[src/rtl/load_store_unit.sv]
`default_nettype none
// +--------------------------------------------------------------------------+
// | Module      : load_store_unit                                            |
// | Description : RV32I data-memory stage. Lane placement, sign/zero         |
// |               extension and one-cycle writeback response, one access     |
// |               in flight. Define LSU_MISALIGN_SPLIT_EN to split           |
// |               misaligned accesses into two word transfers instead of     |
// |               faulting them.                                             |
// | Revision    : 1.0 - initial release                                      |
// +--------------------------------------------------------------------------+
module load_store_unit (
    input  logic        clk,
    input  logic        reset,
    input  logic        req_valid,
    output logic        req_ready,
    input  logic        req_is_store,
    input  logic [2:0]  req_funct3,
    input  logic [31:0] req_addr,
    input  logic [31:0] req_wdata,
    input  logic [4:0]  req_rd,
    output logic        resp_valid,
    output logic [4:0]  resp_rd,
    output logic [31:0] resp_data,
    output logic        resp_fault,
    output logic [31:0] dbus_addr,
    output logic [31:0] dbus_data_wr,
    output logic [3:0]  dbus_wstrb,
    output logic        dbus_rd,
    output logic        dbus_wr,
    input  logic [31:0] dbus_data_rd,
    input  logic        dbus_data_ready
);

    localparam logic [1:0] c_ST_IDLE    = 2'd0;
    localparam logic [1:0] c_ST_ACCESS  = 2'd1;
`ifdef LSU_MISALIGN_SPLIT_EN
    localparam logic [1:0] c_ST_ACCESS2 = 2'd2;
`endif
    localparam logic [1:0] c_ST_RESP    = 2'd3;

    logic [1:0]  r_state;
    logic [1:0]  w_state_nxt;

    logic        r_is_store;
    logic [2:0]  r_funct3;
    logic [31:0] r_addr;
    logic [31:0] r_wdata;
    logic [4:0]  r_rd;

    logic        r_resp_valid;
    logic        r_resp_fault;
    logic [4:0]  r_resp_rd;
    logic [31:0] r_resp_data;

    logic        w_accept;
    logic        w_resp_set;
    logic        w_resp_fault_nxt;
    logic [4:0]  w_resp_rd_nxt;
    logic [31:0] w_resp_data_nxt;

    logic        w_req_half;
    logic        w_req_word;
    logic        w_req_illegal;
    logic        w_req_misal;
    logic        w_req_fault;
    logic        w_go_split;

    logic [1:0]  w_off;
    logic [3:0]  w_strb_base;
    logic [3:0]  w_strb_lo;
    logic [31:0] w_wdata_lo;
    logic [31:0] w_word_addr;
    logic [31:0] w_load_x;
    logic [31:0] w_load_ext;

    // Request decode, evaluated on the raw inputs while IDLE
    assign w_req_half    = (req_funct3[1:0] == 2'b01);
    assign w_req_word    = req_funct3[1];
    assign w_req_illegal = req_is_store ? req_funct3[2]
                         : ((req_funct3 == 3'b011) || (req_funct3[2:1] == 2'b11));
    assign w_req_misal   = (w_req_half && req_addr[0])
                         || (w_req_word && (req_addr[1:0] != 2'b00));

    assign w_off       = r_addr[1:0];
    assign w_word_addr = {r_addr[31:2], 2'b00};
    assign w_strb_lo   = w_strb_base << w_off;
    assign w_wdata_lo  = r_wdata << {w_off, 3'b000};

    always_comb begin
        case (r_funct3[1:0])
            2'b00:   w_strb_base = 4'b0001;
            2'b01:   w_strb_base = 4'b0011;
            default: w_strb_base = 4'b1111;
        endcase
    end

`ifdef LSU_MISALIGN_SPLIT_EN
    logic        w_req_split;
    logic        r_split;
    logic [31:0] r_word0;
    logic [3:0]  w_strb_hi;
    logic [31:0] w_wdata_hi;
    logic [63:0] w_merge;

    // Halfwords at offset 1 still fit in one word; every other misalignment crosses
    assign w_req_fault = w_req_illegal;
    assign w_req_split = !w_req_illegal && w_req_misal
                       && !(w_req_half && (req_addr[1:0] == 2'b01));
    assign w_go_split  = r_split;

    assign w_strb_hi   = w_strb_base >> (3'd4 - {1'b0, w_off});
    assign w_wdata_hi  = r_wdata >> (6'd32 - {1'b0, w_off, 3'b000});
    assign w_merge     = (r_state == c_ST_ACCESS2) ? {dbus_data_rd, r_word0}
                                                   : {32'h0, dbus_data_rd};
    assign w_load_x    = 32'(w_merge >> {w_off, 3'b000});

    always_ff @(posedge clk) begin
        if (reset) begin
            r_split <= 1'b0;
            r_word0 <= 32'h0;
        end else begin
            if (w_accept) begin
                r_split <= w_req_split;
            end
            if ((r_state == c_ST_ACCESS) && dbus_data_ready) begin
                r_word0 <= dbus_data_rd;
            end
        end
    end
`else
    assign w_req_fault = w_req_illegal || w_req_misal;
    assign w_go_split  = 1'b0;
    assign w_load_x    = dbus_data_rd >> {w_off, 3'b000};
`endif

    always_comb begin
        case (r_funct3)
            3'b000:  w_load_ext = {{24{w_load_x[7]}}, w_load_x[7:0]};
            3'b001:  w_load_ext = {{16{w_load_x[15]}}, w_load_x[15:0]};
            3'b100:  w_load_ext = {24'h0, w_load_x[7:0]};
            3'b101:  w_load_ext = {16'h0, w_load_x[15:0]};
            default: w_load_ext = w_load_x;
        endcase
    end

    always_ff @(posedge clk) begin
        if (reset) begin
            r_state <= c_ST_IDLE;
        end else begin
            r_state <= w_state_nxt;
        end
    end

    always_comb begin
        w_state_nxt      = r_state;
        req_ready        = 1'b0;
        dbus_rd          = 1'b0;
        dbus_wr          = 1'b0;
        dbus_addr        = 32'h0;
        dbus_data_wr     = 32'h0;
        dbus_wstrb       = 4'h0;
        w_accept         = 1'b0;
        w_resp_set       = 1'b0;
        w_resp_fault_nxt = 1'b0;
        w_resp_rd_nxt    = 5'h0;
        w_resp_data_nxt  = 32'h0;
        case (r_state)
            c_ST_IDLE: begin
                req_ready = 1'b1;
                if (req_valid) begin
                    w_accept = 1'b1;
                    if (w_req_fault) begin
                        w_state_nxt      = c_ST_RESP;
                        w_resp_set       = 1'b1;
                        w_resp_fault_nxt = 1'b1;
                    end else begin
                        w_state_nxt = c_ST_ACCESS;
                    end
                end
            end
            c_ST_ACCESS: begin
                dbus_rd   = !r_is_store;
                dbus_wr   = r_is_store;
                dbus_addr = w_word_addr;
                if (r_is_store) begin
                    dbus_data_wr = w_wdata_lo;
                    dbus_wstrb   = w_strb_lo;
                end
                if (dbus_data_ready) begin
                    if (w_go_split) begin
`ifdef LSU_MISALIGN_SPLIT_EN
                        w_state_nxt = c_ST_ACCESS2;
`endif
                    end else begin
                        w_state_nxt = c_ST_RESP;
                        w_resp_set  = 1'b1;
                    end
                end
            end
`ifdef LSU_MISALIGN_SPLIT_EN
            c_ST_ACCESS2: begin
                dbus_rd   = !r_is_store;
                dbus_wr   = r_is_store;
                dbus_addr = w_word_addr + 32'd4;
                if (r_is_store) begin
                    dbus_data_wr = w_wdata_hi;
                    dbus_wstrb   = w_strb_hi;
                end
                if (dbus_data_ready) begin
                    w_state_nxt = c_ST_RESP;
                    w_resp_set  = 1'b1;
                end
            end
`endif
            c_ST_RESP: begin
                w_state_nxt = c_ST_IDLE;
            end
            default: begin
                w_state_nxt = c_ST_IDLE;
            end
        endcase
        // Only successful loads return a register and data
        if (w_resp_set && !w_resp_fault_nxt && !r_is_store) begin
            w_resp_rd_nxt   = r_rd;
            w_resp_data_nxt = w_load_ext;
        end
    end

    always_ff @(posedge clk) begin
        if (reset) begin
            r_is_store <= 1'b0;
            r_funct3   <= 3'h0;
            r_addr     <= 32'h0;
            r_wdata    <= 32'h0;
            r_rd       <= 5'h0;
        end else if (w_accept) begin
            r_is_store <= req_is_store;
            r_funct3   <= req_funct3;
            r_addr     <= req_addr;
            r_wdata    <= req_wdata;
            r_rd       <= req_rd;
        end
    end

    always_ff @(posedge clk) begin
        if (reset) begin
            r_resp_valid <= 1'b0;
            r_resp_fault <= 1'b0;
            r_resp_rd    <= 5'h0;
            r_resp_data  <= 32'h0;
        end else begin
            r_resp_valid <= w_resp_set;
            r_resp_fault <= w_resp_fault_nxt;
            r_resp_rd    <= w_resp_rd_nxt;
            r_resp_data  <= w_resp_data_nxt;
        end
    end

    assign resp_valid = r_resp_valid;
    assign resp_fault = r_resp_fault;
    assign resp_rd    = r_resp_rd;
    assign resp_data  = r_resp_data;

endmodule
`default_nettype wire

[config.mk]
export PLATFORM = sky130hd
export DESIGN_NAME = load_store_unit
export DESIGN_NICKNAME = d
export VERILOG_FILES = /design/src/rtl/load_store_unit.sv
export SDC_FILE = /design/constraint.sdc
export NUM_CORES = 1
export LEC_CHECK = 0
export CAP_MARGIN = 10
export CORE_MARGIN = 1.5
export CORE_UTILIZATION = 38
export DETAILED_ROUTE_END_ITERATION = 8
export PLACE_DENSITY = 0.73
export SKIP_CTS_REPAIR_TIMING = 1
export SLEW_MARGIN = 25
export SYNTH_ARGS = -nofsm -noshare
export SYNTH_HDL_FRONTEND = slang
export SYNTH_SLANG_ARGS = --single-unit
[constraint.sdc]
create_clock -name clk -period 1.9 [get_ports clk]
set_clock_uncertainty 0.1 [all_clocks]
set_input_delay 0.38 -clock clk [delete_from_list [all_inputs] [get_ports clk]]
set_output_delay 0.38 -clock clk [all_outputs]
set_load 0.005 [all_outputs]
==> summary.md <==
The run finished, with violations left. The checks that failed: setup timing. The run gives -0.463 ns as the worst-case setup margin in the final layout. Initial antenna violation count: 0. Traced cell by cell, the critical path runs through buf_12 > buf_4 > buf_4 > mux2i_4 > a211oi_1 > clkbuf_2.

Class of the most critical hold timing path: reg -> reg. Detailed placement ended at an HPWL of 11.7 mm. For the worst-skew pair, the clock arrives at the later sink with an insertion delay of 0.42 ns.

By area, the combinational part of the netlist is dominated by simple AND/OR/NAND/NOR gates. After technology mapping, the gate count stands at 648. The logs give 3.56 nW for the cell leakage power and 0 for the number of hold violations in the final report.

The register area is 2290 um2, and the post-detailed-route via-to-cell ratio is 5.02. Clock-pin slew was measured on the worst setup and hold paths at 0.05 ns. The achievable frequency is 0.423 GHz.

Setup repair after global routing could not meet its margin everywhere. Tracing the worst setup path back leads to its startpoint at r_addr[1]. VDD sags by at most 0.537 mV. The number of I/O port buffers works out to 216. Largest stage delay on the critical path: 0.37 ns. After layout, the worst path uses 124% of the clock period.

The initial core utilization is 38.8%. After synthesis, the cell types taking the most area are dfxtp_1 45%, nand2_1 12%, a21oi_1 8.3%. STA classifies the critical path endpoint as an output port.

In this run the core area contains 42 standard-cell rows. The critical path data arrival time came out at 1.88 ns. In this run, CTS created clock tree buffers numbering 17. The clock sink count was 114.

At the pin with the least slew margin, the transition time is 0.803 ns. In this run the most critical hold path is launched from r_rd[4]. The worst reg2reg path startpoint was r_addr[1]. The tools report the total track usage as 22.7%.

Counting the fill cells in the layout gives 1,044. The post-synthesis register bit count is 114. The xor and xnor area share after synthesis is 0%, and the total die area is 14,200 um2. The worst setup path is of the reg -> out kind. The synthesized-area fraction occupied by and/or/nand/nor cells was 25.9%; the largest fanout on the critical path was 6. Headroom to the max-slew limit came out at 46.5%.

Data on the critical path is required at its endpoint by 1.42 ns. In the final routed layout, each cell accounts on average for 16.0 um. For this run, design rule violations remaining after detail routing come to 0.

The final route contains 5,527 vias. The via count of the first global-routing pass was 5,174; the total grt overflow was 0. The logs give 0.879 for the global placement routability congestion and -14.02 ns for the total negative setup slack.

The count of cells along the worst register-to-register path works out to 5. Across the run, the number of max-cap violations was 0. Broken down by cell family, the worst path's largest delay share belongs to buffers and inverters. The post-synthesis average cell area is 7.90 um2.

The root buffer cell chosen for the clock tree is clkbuf_16. The first global-routing pass estimated 25.4 mm of wire. The post-synthesis adder-cell area fraction is 0%. The multi-input logic area was 2810 um2. In this run the count of I/O pins placed on the die edge is 219. The top cell type by area accounts for 44.6% of the synthesized area. The max-slew violation count was 0.

The number of cells on the critical path was 6; the initial detailed-routing violation count was 334. The setup slack of the worst register-to-register path is 0.11 ns. The portion of synthesized area spent on multiplexers is 7.25%. For this block, the routed nets add up to 17.6 mm of wire. The floorplan step set the die width to 119 um. The total power after layout is 7.14 mW, and the number of library cell types mapped by synthesis is 34. Summing every instance area after synthesis gives 5120 um2.

For the total of warnings raised by yosys, the log shows 0. No sink is reached through more buffers than the 2 on the longest clock path. The floorplan step set the die height to 119 um.

TritonCTS built the clock tree. The number of antenna diodes in the final layout is 0. Entering global routing, the biggest net connects 78 pins.

Dividing total power by cell area gives a power density of 818 nW/um2. The region available for standard cell placement spans 13,200 um2. The biggest area contributor in the post-synthesis netlist is dfxtp_1. The number of setup violations in the final report is 67, and the fraction of the mapped netlist area in compound gates is 16.9%. The worst setup path is launched from a register. The buffer and inverter count on the worst path is 4, and the share of the yosys chip area belonging to registers is 44.6%. The area added between synthesis and finish came out at 70.3%. Cell with the largest stage delay on the worst path: dfxtp_4. The first detailed-routing pass ran for 5 iterations. The remaining number of nets flagged by the antenna check after routing was 0; the layout net count was 1,020. The clock period minus worst slack was 2.36 ns.

Most numerous cell on the critical path: buf_4. The number of stages on the worst hold path was 2; the H-tree depth reported by CTS was 4. The fraction of layout cells with a size suffix above 1 came out at 27.1%.
power by group:
part | total [mW] | switching, mW | internal (mW)
Clock | 3.23 | 1.15 | 2.08
Sequential | 2.62 | 0.0907 | 2.53
Combinational | 1.28 | 0.590 | 0.693
Total | 7.14 | 1.83 | 5.30
final cells by class:
class	count	share of cell area (%)
clock buffer	18	5.04
clock inverter	14	1.88
inverter	2	0.0861
multi-input combinational	479	32.2
sequential	114	26.3
tap	176	2.52
timing repair buffer	297	32.0
worst min-delay path, delay by kind of cell (launching register included):
| family | cells | cell delay [ns] |
|---|---|---|
| flip-flops | 1 | 0.30 |
| AND/OR/NAND/NOR | 1 | 0.05 |
| AO/OA/AOI/OAI | 1 | 0.05 |
Yosys cell counts:
library cell	number
a211oi_1	31
a211oi_2	2
a21oi_1	85
a21oi_2	7
a31o_1	1
and2_1	51
buf_1	4
buf_2	17
buf_4	6
buf_6	2
clkbuf_1	26
conb_1	1
dfxtp_1	114
inv_1	1
inv_2	1
mux2_2	1
mux2i_1	36
nand2_1	165
nand2b_1	1
nand3b_1	2
nand4_2	1
nand4bb_1	1
nor2_1	43
nor2_2	1
nor2b_1	20
nor3_1	1
nor4_2	1
o211ai_1	1
o21ai_0	3
o21ai_1	15
o21ai_2	1
o31ai_1	1
or2_1	3
or3_1	2
worst paths after layout:
path                           end
hold reg to reg            r_rd[4]
hold / removal             r_rd[4]
setup reg to reg      resp_data[8]
setup / recovery  dbus_data_wr[30]
through the flow:
stage | utilization [%] | area [um2] | cells | worst slack, ns | hold slack [ns]
after floorplan | - | 5130 | 649 | 0.100 | 0.330
after global placement | 57.7 | 7610 | 1027 | -0.206 | 0.338
after detailed placement | 57.7 | 7610 | 1027 | -0.228 | 0.342
after CTS | 62.3 | 8220 | 1059 | -0.679 | 0.350
after global routing | 66.1 | 8720 | 1100 | -0.506 | 0.367
final | 66.1 | 8720 | 1100 | -0.463 | 0.346
registers in the layout, summed over array words and instances (netlist names):
signal      cells
r_rd            5
r_addr         32
r_funct3        3
resp_rd         5
resp_data      32
resp_valid      1
resp_fault      1
r_wdata        32
r_is_store      1
r_state         2
layout by cell type, fill, tap and decap left out, types with 28 or more instances in the layout:
cell             count
buf_4               44
a211oi_1            31
mux2i_1             28
clkdlybuf4s50_1    146
nor2_1              38
clkbuf_2            36
dfxtp_1            110
a21oi_1             83
nand2_1            164
buf_6               43
cell families (layout without fill, tap and decap cells):
logic type	count (synthesis)	after routing
and+or+nand+nor	292	293
AOI/OAI and AO/OA	147	147
DFF	114	114
buffers and inverters	57	331
muxes	37	37
other	1	2
layer usage:
metal	vias to the layer above	track usage [%]	share of wire (%)
li1	2679	-	-
met1	2577	25.9	41
met2	224	39.2	49
met3	47	7.04	6.8
met4	0	9.79	3.1
met5	-	0	0
No activity file was read; power rests on OpenSTA's default activity.
==> variant 1, RTL diff (same flow settings) <==
The option `LSU_MISALIGN_SPLIT_EN` is turned on by a define.
--- a/src/rtl/load_store_unit.sv
+++ b/src/rtl/load_store_unit.sv
@@ -8,6 +8,8 @@
 // |               faulting them.                                             |
 // | Revision    : 1.0 - initial release                                      |
 // +--------------------------------------------------------------------------+
+`define LSU_MISALIGN_SPLIT_EN
+
 module load_store_unit (
     input  logic        clk,
     input  logic        reset,
Behaviour: not the same (Yosys sat finds a counterexample within 4 cycles, from zero or initial values and one cycle with reset high).
==> variant 1 against the original RTL <==
- the flow still finishes with violations (negative setup slack)
- critical path depth rose by 3
- area after synthesis is 70% higher
- total power rose by 120%
- routed wire length grew 95%
- hold slack lost 200 ps
- first-iteration DRC count increased by 150%
- fmax fell by 16%
- design area increased by 68%
- register-to-register slack worse by 470 ps
- largest power group is now combinational logic
- sequential cell count up 33
- setup slack lost 450 ps
==> variant 1: results <==
routing:
  dr_total_vias: 10430
  wl_met1_um: 14150
global_routing:
  use_met1_pct: 33.62
  grt_antenna_before_repair: 3
  grt.total_usage_pct: 25.30
  grt_use_met3_pct: 3.867
  grt_first_pass_wirelength_um: 48610
  gr-usage-met2_pct: 40.80
  grt_pass1_vias: 9310
power:
  swShare_pct: 39.96
  total_leakage_power_uw: 0.005705
  vdd_drop_max_uv: 554.6
logic_synthesis:
  synth_commonest_cells: "nand2_1, a21oi_1, dfxtp_1, clkbuf_1, nor2_1"
  yosys-top-cells-area: "dfxtp_1, nand2_1, a21oi_1"
  synth_xor_area_share_pct: 0.1004
  yosys.area_share.adder_pct: 1.004
  yosysSeqAreaShare_pct: 33.75
placement:
  pre_cts_ws_ps: -744.5
  post_dp_cell_area_sq_um: 12750
finish:
  utilization_pct: 64.74
  nClkBuffers: 17
  final_cells: 1841
  drive_gt1_share_pct: 37.60
  fin_area_sq_um: 14610
  num_antenna_cells: 3
  final-clk-cell-share_pct: 4.230
  buffers: 482
worst_setup_path:
  crit_arrival_ps: 2330
  critPathLaunch: "r_addr[0]"
  crit_end: "dbus_data_wr[31]"
  r2r_end: "resp_data[23]"
  slowest_delay_ps: 390
sta:
  tns_ps: -53110
  setup_viol: 101
  fin_ws_ps: -911.9
  whs_ps: 148.6
min_path:
  hold_depth: 3
run_status:
  status: "complete, but fails checks"
  violations: "negative setup slack"
cts:
  clock-sinks: 147
  path_clk_slew_ps: 80
==> variant 1: changes by cell type after synthesis, moves of 15 or more <==
cell / delta
and2_1: -40
nand2_1: +114
clkbuf_1: +42
nor2b_1: -15
o21ai_0: +54
nand3_1: +16
a211oi_1: -16
mux2_2: +20
a21oi_1: +83
nor2_1: +20
dfxtp_1: +33
mux2i_1: +22
mux4_2: +17
==> variant 1: worst max-delay path: cells and delay by family (launching register included) <==
family                   cells  cell delay [ps]
flip-flops                   1              390
AO/OA/AOI/OAI                1              320
adder cells (fa/ha/maj)      1              300
buffers and inverters        5              620
AND/OR/NAND/NOR              2              280
==> variant 1: power groups by stage <==
stage | sequential (uW) | clock, uW | combinational, uW
after floorplan | 4000 | 0 | 3850
after global placement | 3980 | 0 | 6520
after detailed placement | 4010 | 0 | 6630
after CTS | 3940 | 3490 | 6670
after global routing | 4070 | 3650 | 8910
final | 4020 | 3440 | 8380
==> variant 2, RTL diff (same settings) <==
Without the edit above. Take the reset off `r_resp_rd` and `r_resp_data` and load them in a clocked block of their own.
--- a/src/rtl/load_store_unit.sv
+++ b/src/rtl/load_store_unit.sv
@@ -246,14 +246,15 @@
         if (reset) begin
             r_resp_valid <= 1'b0;
             r_resp_fault <= 1'b0;
-            r_resp_rd    <= 5'h0;
-            r_resp_data  <= 32'h0;
         end else begin
             r_resp_valid <= w_resp_set;
             r_resp_fault <= w_resp_fault_nxt;
-            r_resp_rd    <= w_resp_rd_nxt;
-            r_resp_data  <= w_resp_data_nxt;
-        end
+        end
+    end
+
+    always_ff @(posedge clk) begin
+        r_resp_rd   <= w_resp_rd_nxt;
+        r_resp_data <= w_resp_data_nxt;
     end
 
     assign resp_valid = r_resp_valid;
Check against the original RTL: differs if reset is asserted again (counterexample within 4 cycles, from zero or initial values and one cycle with reset high); with reset held inactive, the same outputs for 10 cycles.
==> variant 2 against the original RTL <==
- the flow still finishes with violations (negative setup slack)
- sequential cell count unchanged
- routed wire length down 2.9%
- synthesized cell count down 3.9%
- design area down 0.65%
- count of clock-buffer cells in the layout up 3
- total power up 4.6%
- setup slack better by 42 ps
- utilization down 0.43 points
- area after synthesis down 0.44%
- cell count down 2.8%
- clock power up 8.0%
- critical path type unchanged
- critical endpoint is now dbus_data_wr[7]
==> variant 2: results <==
logic_synthesis:
  yosys-top-cells-area: "dfxtp_1, nand2_1, a21oi_1"
  synth_cell_type_count: 34
  yosysSeqAreaShare_pct: 44.75
  async_flop_share_pct: 0
  yosysWarningCount: 0
  synth_commonest_cells: "nand2_1, dfxtp_1, a21oi_1, and2_1, nor2_1"
  synthFlopType: "dfxtp_1"
global_routing:
  grt_pass1_vias: 5206
  grt_antenna_before_repair: 0
  grt_max_degree: 39
  grt.total_usage_pct: 22.99
  grt_first_pass_wirelength_um: 25810
cts:
  cts.path.max_buffers: 2
  cts-htree-levels: 4
  cts-root-buf: "clkbuf_16"
  path_clk_slew_ps: 50
  cts_made_buffers: 17
  clkLatencyLatePin_ps: 420
placement:
  gp_congestion: 0.8965
  pre_cts_ws_ps: -327.2
  hpwl_um: 11910
  portBuffers: 216
finish:
  num_antenna_cells: 0
  n_fill_cell: 1074
  drive_gt1_share_pct: 25.08
  fin_nets: 989
routing:
  wl_per_cell_um: 15.96
  drtPass1Iterations: 5
  drtIter0Drc: 287
  dr_total_vias: 5356
power:
  total_leakage_power_uw: 0.003660
  vdd_drop_max_uv: 573.4
worst_setup_path:
  crit_arrival_ps: 1840
  crit_fanout: 5
run_status:
  status: "complete, but fails checks"
  violations: "negative setup slack"
sta:
  drv_slew: 0
  setup_viol: 45
  fin_ws_ps: -421.3
  tns_ps: -11460
min_path:
  hold_class: "input port to flip-flop"
==> variant 2: cell types whose count changed after synthesis, sizes merged, moves of 6 or more <==
cell and delta:
a211oi +7, and2 -6, nand2 -16, o21ai -7
a21o +9, a21oi -9, clkbuf -7
==> variant 2: layout make-up <==
type | instances | area, sq um | share of cell area, %
repair buffers | 288 | 2693 | 31.07
clock inverters | 11 | 175.2 | 2.021
well taps | 176 | 220.2 | 2.541
clock buffers | 21 | 480.5 | 5.544
inverters | 3 | 11.26 | 0.1299
flip-flops and latches | 114 | 2293 | 26.47
multi-input cells | 456 | 2793 | 32.23
==> variant 2: kinds of logic (layout without fill, tap and decap cells) <==
kind of cell | after synthesis | in the layout | share of synthesized area [%]
simple gates | 271 | 272 | 24.66
compound gates | 148 | 148 | 17.89
flops | 114 | 114 | 44.75
buf+inv | 55 | 323 | 5.471
mux | 34 | 34 | 7.164
other cells | 1 | 2 | 0.07353
==> variant 2: path summary, 6_finish.rpt <==
| check | from | endpoint | slack (ps) | depth (start not counted) |
|---|---|---|---|---|
| max | r_state[0] | dbus_data_wr[7] | -420 | 8 |
| min | reset | resp_fault | 120 | 2 |
| max reg2reg | r_addr[1] | resp_data[19] | 40 | 7 |
| min reg2reg | r_rd[2] | r_rd[2] | 350 | 2 |
==> variant 2: critical path, stage by stage (launching register included) <==
cell      delay, ps
dfxtp_2         330
nor2b_4         200
nand2_4          90
buf_6           130
nor3_4          220
buf_6           140
buf_6           100
and2_4          130
clkbuf_2        100
==> variant 2: report_power, final <==
| part | internal (uW) | leakage, uW | switching [uW] |
|---|---|---|---|
| clock network | 2340 | 0.000304 | 1150 |
| registers | 2550 | 0.000934 | 105 |
| logic | 704 | 0.00242 | 619 |
==> variant 2: layer usage <==
| metal | up-vias | GRT usage (%) | share of wire (%) |
|---|---|---|---|
| met2 | 205 | 39.86 | 51 |
| met4 | 0 | 9.187 | 2.5 |
| met5 | - | 0 | 0 |
| met3 | 31 | 6.657 | 6.1 |
| li1 | 2589 | - | - |
| met1 | 2531 | 26.67 | 40 |
==> variant 2: metrics by stage <==
| stage | instances | util [%] | hold WS [ps] | instance area [sq um] |
|---|---|---|---|---|
| 2_1_floorplan | 624 | - | 329.6 | 5104 |
| 3_3_place_gp | 1016 | 58.17 | 336.8 | 7672 |
| 3_5_place_dp | 1016 | 58.17 | 341.7 | 7672 |
| 4_1_cts | 1048 | 63.14 | 102.9 | 8328 |
| 5_1_grt | 1069 | 65.70 | 115.5 | 8666 |
| 6_report | 1069 | 65.70 | 117.5 | 8666 |
